--- src/rtl/axis_rptr_ctrl.sv ---
// Read-side pointer controller for the dual-clock AXI-Stream FIFO (rclk domain).
// Define AXIS_RPTR_CTRL_AEMPTY_EN to generate the almost_empty compare; otherwise it is tied 0.
module axis_rptr_ctrl #(
  parameter int PTR_WIDTH     = 3,
  parameter int DATA_WIDTH    = 32,
  parameter int SYNC_STAGES   = 2,
  parameter int AEMPTY_THRESH = 1
) (
  input  logic                  rclk,
  input  logic                  rrst_n,
  input  logic [PTR_WIDTH:0]    g_wptr_async,
  output logic [PTR_WIDTH:0]    g_rptr,
  output logic                  ram_rd_en,
  output logic [PTR_WIDTH-1:0]  ram_raddr,
  input  logic [DATA_WIDTH-1:0] ram_rdata,
  output logic                  m_tvalid,
  input  logic                  m_tready,
  output logic [DATA_WIDTH-1:0] m_tdata,
  output logic [PTR_WIDTH:0]    usedw,
  output logic                  almost_empty
);

  localparam int PW = PTR_WIDTH + 1;
  localparam int SS = (SYNC_STAGES < 2) ? 2 : SYNC_STAGES;

  function automatic logic [PW-1:0] gray2bin(input logic [PW-1:0] g);
    logic [PW-1:0] b;
    b[PW-1] = g[PW-1];
    for (int i = PW - 2; i >= 0; i--) begin
      b[i] = b[i+1] ^ g[i];
    end
    return b;
  endfunction

  function automatic logic [PW-1:0] bin2gray(input logic [PW-1:0] b);
    return b ^ (b >> 1);
  endfunction

  logic [PW-1:0]         sync_q [SS];
  logic [PW-1:0]         g_wptr_s;
  logic [PW-1:0]         b_wptr_s;
  logic [PW-1:0]         b_rptr;
  logic [PW-1:0]         b_rptr_inc;
  logic [PW-1:0]         b_pop;
  logic [PW-1:0]         usedw_d;
  logic                  mem_empty;
  logic                  pend;
  logic                  pop;
  logic [1:0]            occ;
  logic [1:0]            occ_d;
  logic [2:0]            demand;
  logic [2:0]            limit;
  logic [DATA_WIDTH-1:0] head_q;
  logic [DATA_WIDTH-1:0] head_d;
  logic [DATA_WIDTH-1:0] skid_q;
  logic [DATA_WIDTH-1:0] skid_d;

  // Write-pointer synchroniser; only the last stage is ever looked at.
  always_ff @(posedge rclk or negedge rrst_n) begin
    if (!rrst_n) begin
      for (int i = 0; i < SS; i++) begin
        sync_q[i] <= '0;
      end
      b_wptr_s <= '0;
    end else begin
      sync_q[0] <= g_wptr_async;
      for (int i = 1; i < SS; i++) begin
        sync_q[i] <= sync_q[i-1];
      end
      b_wptr_s <= gray2bin(g_wptr_s);
    end
  end

  assign g_wptr_s   = sync_q[SS-1];
  assign mem_empty  = (g_rptr == g_wptr_s);
  assign m_tvalid   = (occ != 2'd0);
  assign pop        = m_tvalid & m_tready;
  assign m_tdata    = head_q;
  assign ram_raddr  = b_rptr[PTR_WIDTH-1:0];
  assign b_rptr_inc = b_rptr + 1'b1;

  // Issue only if the word still in flight plus what stays buffered fits in two slots.
  assign demand    = {1'b0, occ} + {2'b00, pend};
  assign limit     = 3'd2 + {2'b00, pop};
  assign ram_rd_en = !mem_empty && (demand < limit);

  always_ff @(posedge rclk or negedge rrst_n) begin
    if (!rrst_n) begin
      b_rptr <= '0;
      g_rptr <= '0;
      pend   <= 1'b0;
    end else begin
      pend <= ram_rd_en;
      if (ram_rd_en) begin
        b_rptr <= b_rptr_inc;
        g_rptr <= bin2gray(b_rptr_inc);
      end
    end
  end

  // Two-entry output stage: the returning word lands behind whatever is still queued.
  always_comb begin
    head_d = head_q;
    skid_d = skid_q;
    occ_d  = occ;
    case (occ)
      2'd0: begin
        if (pend) begin
          head_d = ram_rdata;
          occ_d  = 2'd1;
        end
      end
      2'd1: begin
        if (pend && pop) begin
          head_d = ram_rdata;
        end else if (pend) begin
          skid_d = ram_rdata;
          occ_d  = 2'd2;
        end else if (pop) begin
          occ_d = 2'd0;
        end
      end
      default: begin
        if (pop) begin
          head_d = skid_q;
          if (pend) begin
            skid_d = ram_rdata;
          end else begin
            occ_d = 2'd1;
          end
        end
      end
    endcase
  end

  always_ff @(posedge rclk or negedge rrst_n) begin
    if (!rrst_n) begin
      head_q <= '0;
      skid_q <= '0;
      occ    <= 2'd0;
    end else begin
      head_q <= head_d;
      skid_q <= skid_d;
      occ    <= occ_d;
    end
  end

  assign usedw_d = b_wptr_s - b_pop;

  always_ff @(posedge rclk or negedge rrst_n) begin
    if (!rrst_n) begin
      b_pop <= '0;
      usedw <= '0;
    end else begin
      usedw <= usedw_d;
      if (pop) begin
        b_pop <= b_pop + 1'b1;
      end
    end
  end

`ifdef AXIS_RPTR_CTRL_AEMPTY_EN
  localparam logic [PW-1:0] AE_T = PW'(AEMPTY_THRESH);

  // Built from the same next value as usedw so both flags move on one edge.
  always_ff @(posedge rclk or negedge rrst_n) begin
    if (!rrst_n) begin
      almost_empty <= 1'b1;
    end else begin
      almost_empty <= (usedw_d <= AE_T);
    end
  end
`else
  assign almost_empty = 1'b0;
`endif

endmodule
--- config.mk ---
export PLATFORM = sky130hd
export DESIGN_NAME = axis_rptr_ctrl
export DESIGN_NICKNAME = d
export VERILOG_FILES = /design/src/rtl/axis_rptr_ctrl.sv
export SDC_FILE = /design/constraint.sdc
export NUM_CORES = 1
export LEC_CHECK = 0
export BUFFER_PORTS_ARGS = -buffer_cell sky130_fd_sc_hd__buf_2
export CORE_MARGIN = 4
export CORE_UTILIZATION = 61
export CTS_BUF_LIST = sky130_fd_sc_hd__clkbuf_4
export DETAILED_ROUTE_END_ITERATION = 8
export PLACE_DENSITY = 0.88
export RECOVER_POWER = 50
export SYNTH_ARGS = -nofsm -noshare
export SYNTH_HDL_FRONTEND = slang
export SYNTH_SLANG_ARGS = --single-unit
--- constraint.sdc ---
create_clock -name rclk -period 2.9 [get_ports rclk]
set_input_delay 0 -clock rclk [delete_from_list [all_inputs] [get_ports rclk]]
set_output_delay 0 -clock rclk [all_outputs]
set_load 0.005 [all_outputs]
==> out/results.ini <==
[outcome]
outcome=finished, final reports clean

[power]
ir_drop_mv=0.627
power_leakage_uw=0.00242
p_per_area_nw_per_um2=1100

[setup_path]
cpPeakStageDelay_ps=520
start_kind=flip-flop
worst-setup-path-type=flip-flop to flip-flop
worstPathRequired_ps=3220
cp_max_fo=28
slowest_stage=dfrtp_2
crit_chain=buf_4 > nor2_1 > o22ai_4 > buf_4 > o21ai_0
crit_top_cell=buf_4
arrival_ps=2400
endpoint_kind=flip-flop

[min_path]
min_path_type=primary input to flip-flop

[timing]
setup-violations-final=0
grt_setup_unrepaired=false
skew_ps=18.4
hold_viol=0
max_clock_freq_ghz=0.481
slew-limit-headroom=0.0461
period_needed_ps=2080
tightest_slew_ps=1430
slew_viol_final=0
fin_crit_sh=0.717
tns_ps=0

[drt]
drc=0
firstDrtPassIters=4
via_per_inst=5.32
antenna_left=0
drtIter0Drc=105
wire_per_inst_um=16.0
vias=2733
drt_wl_total_mm=8.25

[floorplan]
die_w_um=89.5
initial_core_util=0.634
coreArea_um2=6390
fp-row-count=29
die-area_um2=8000
die_height_um=89.5
ioPinCount=85

[clock_network]
cts_hold_buf=38
cts_resized=0
numCtsBuffers=9
clockRootBuffer=clkbuf_4
cts.clk_slew.worst_paths_ps=150
clk_latency_ps=430
post_cts_buffers=0
clockBufferDepth=2
h-tree-depth=3
cts_tree=done
clock_sinks=94

[layout]
final_common_cell=dfrtp_1
utilization=0.790
diodes=0
area_delta_synth_final_pct=24.6
nNetsFinal=479
drive_gt1_frac=0.270
fillCellCount=380
multi_input_area_um2=1580
final_cell_mix=dfrtp_1, buf_2, dlygate4sd3_1
seq_area_um2=2350

[synthesis]
syn_area_per_cell_um2=13.2
ys_warn_count=0
ys_ff_latch=94
synth_cell_types=35
synth-seq-area-share=0.581
syn_nets=353
synthCells=306
syn_area_um2=4050

[global_route]
grt_pass1_vias=2993
antenna_found_initial=0
grt_pass1_wl_mm=13.9
grt_max_degree=61
grt_use_total=0.230
gr-total-overflow=0

[placement]
gp_congestion=0.731
numPortBuffers=83
hpwl_mm=5.44

[run]
cap_violations=0

## worst max-delay path, delay by kind of cell, from the launching register on
family                 cells  cell delay, ps
buffers and inverters      2             660
AO/OA/AOI/OAI              2             660
flip-flops                 1             520
AND/OR/NAND/NOR            1             140
## per-stage QoR
stage	setup slack, ps	cell area [um2]	power, uW	cells	hold slack [ps]
CTS	812	5070	5610	514	192
floorplan	1320	4050	4040	306	-296
finish	822	5040	5570	514	214
global placement	916	4540	4650	460	105
global route	577	5040	5990	514	204
detailed placement	810	4540	4800	460	110
## logic make-up (layout without fill, tap and decap cells)
kind of cell | after synthesis | count (layout) | synth area share
compound gates | 42 | 42 | 0.0590
xor+xnor | 21 | 21 | 0.0454
fa+ha+maj | 8 | 8 | 0.0266
buf+inv | 23 | 154 | 0.0315
flops | 94 | 94 | 0.581
mux | 68 | 68 | 0.198
other cells | 1 | 1 | 0.000926
simple gates | 49 | 49 | 0.0578
## flip-flops by register name (all words and copies together), names as in the netlist
name      count
b_wptr_s      4
sync_q        4
usedw         4
skid_q       32
b_rptr        3
b_pop         4
g_wptr_s      4
m_tdata      32
pend          1
occ           2
g_rptr        4
## worst paths after layout
kind | start | end | slack, ps | depth (start not counted)
min in group asynchronous | rrst_n | g_rptr[3] | 440 | 2
min reg2reg | sync_q[7] | g_wptr_s[3] | 380 | 0
max | occ[1] | m_tdata[17] | 820 | 5
min | g_wptr_async[0] | sync_q[4] | 210 | 2
max reg2reg | occ[1] | m_tdata[17] | 820 | 5
max in group asynchronous | rrst_n | skid_q[20] | 980 | 3
## cell usage after synthesis, drive strengths merged
| master | n | share of area |
|---|---|---|
| xor2 | 5 | 0.011 |
| buf | 11 | 0.020 |
| mux2i | 32 | 0.079 |
| nand2 | 38 | 0.036 |
| nand2b | 1 | 0.0034 |
| o22ai | 2 | 0.0046 |
| fa | 1 | 0.0049 |
| dfrtp | 94 | 0.58 |
| a21o | 1 | 0.0019 |
| o211ai | 1 | 0.0019 |
| inv | 9 | 0.0083 |
| ha | 7 | 0.022 |
| a21oi | 1 | 0.0012 |
| mux2 | 36 | 0.12 |
| clkbuf | 3 | 0.0028 |
| nand3 | 2 | 0.0025 |
| nor3b | 1 | 0.0019 |
| conb | 1 | 0.00093 |
| o21ai | 37 | 0.049 |
| xnor2 | 16 | 0.035 |
| nand4 | 2 | 0.0031 |
| nor2 | 1 | 0.00093 |
| nand4b | 1 | 0.0022 |
| nor2b | 1 | 0.0015 |
| and2 | 1 | 0.0015 |
| nand3b | 1 | 0.0049 |
## where the power goes
| group | total (uW) | leakage, uW | internal [uW] | switching (uW) |
|---|---|---|---|---|
| combinational | 2440 | 0.00121 | 1290 | 1150 |
| sequential | 2350 | 0.00112 | 1930 | 426 |
| clock | 771 | 0.0000810 | 344 | 427 |
## routing by layer
| metal | vias up | GRT usage | part of all wire |
|---|---|---|---|
| met5 | - | 0 | 0 |
| met3 | 21 | 0.0553 | 0.042 |
| met1 | 1342 | 0.285 | 0.43 |
| met4 | 0 | 0.0934 | 0.025 |
| met2 | 70 | 0.389 | 0.51 |
| li1 | 1300 | - | - |
## final cells by class
| type | count | share of cell area |
|---|---|---|
| Timing Repair Buffer | 129 | 0.164 |
| Tap cell | 77 | 0.0191 |
| Multi-Input combinational cell | 189 | 0.312 |
| Clock inverter | 7 | 0.0176 |
| Sequential cell | 94 | 0.467 |
| Clock buffer | 9 | 0.0134 |
| Inverter | 9 | 0.00670 |
Note: power is estimated with default switching activity, not from simulation.
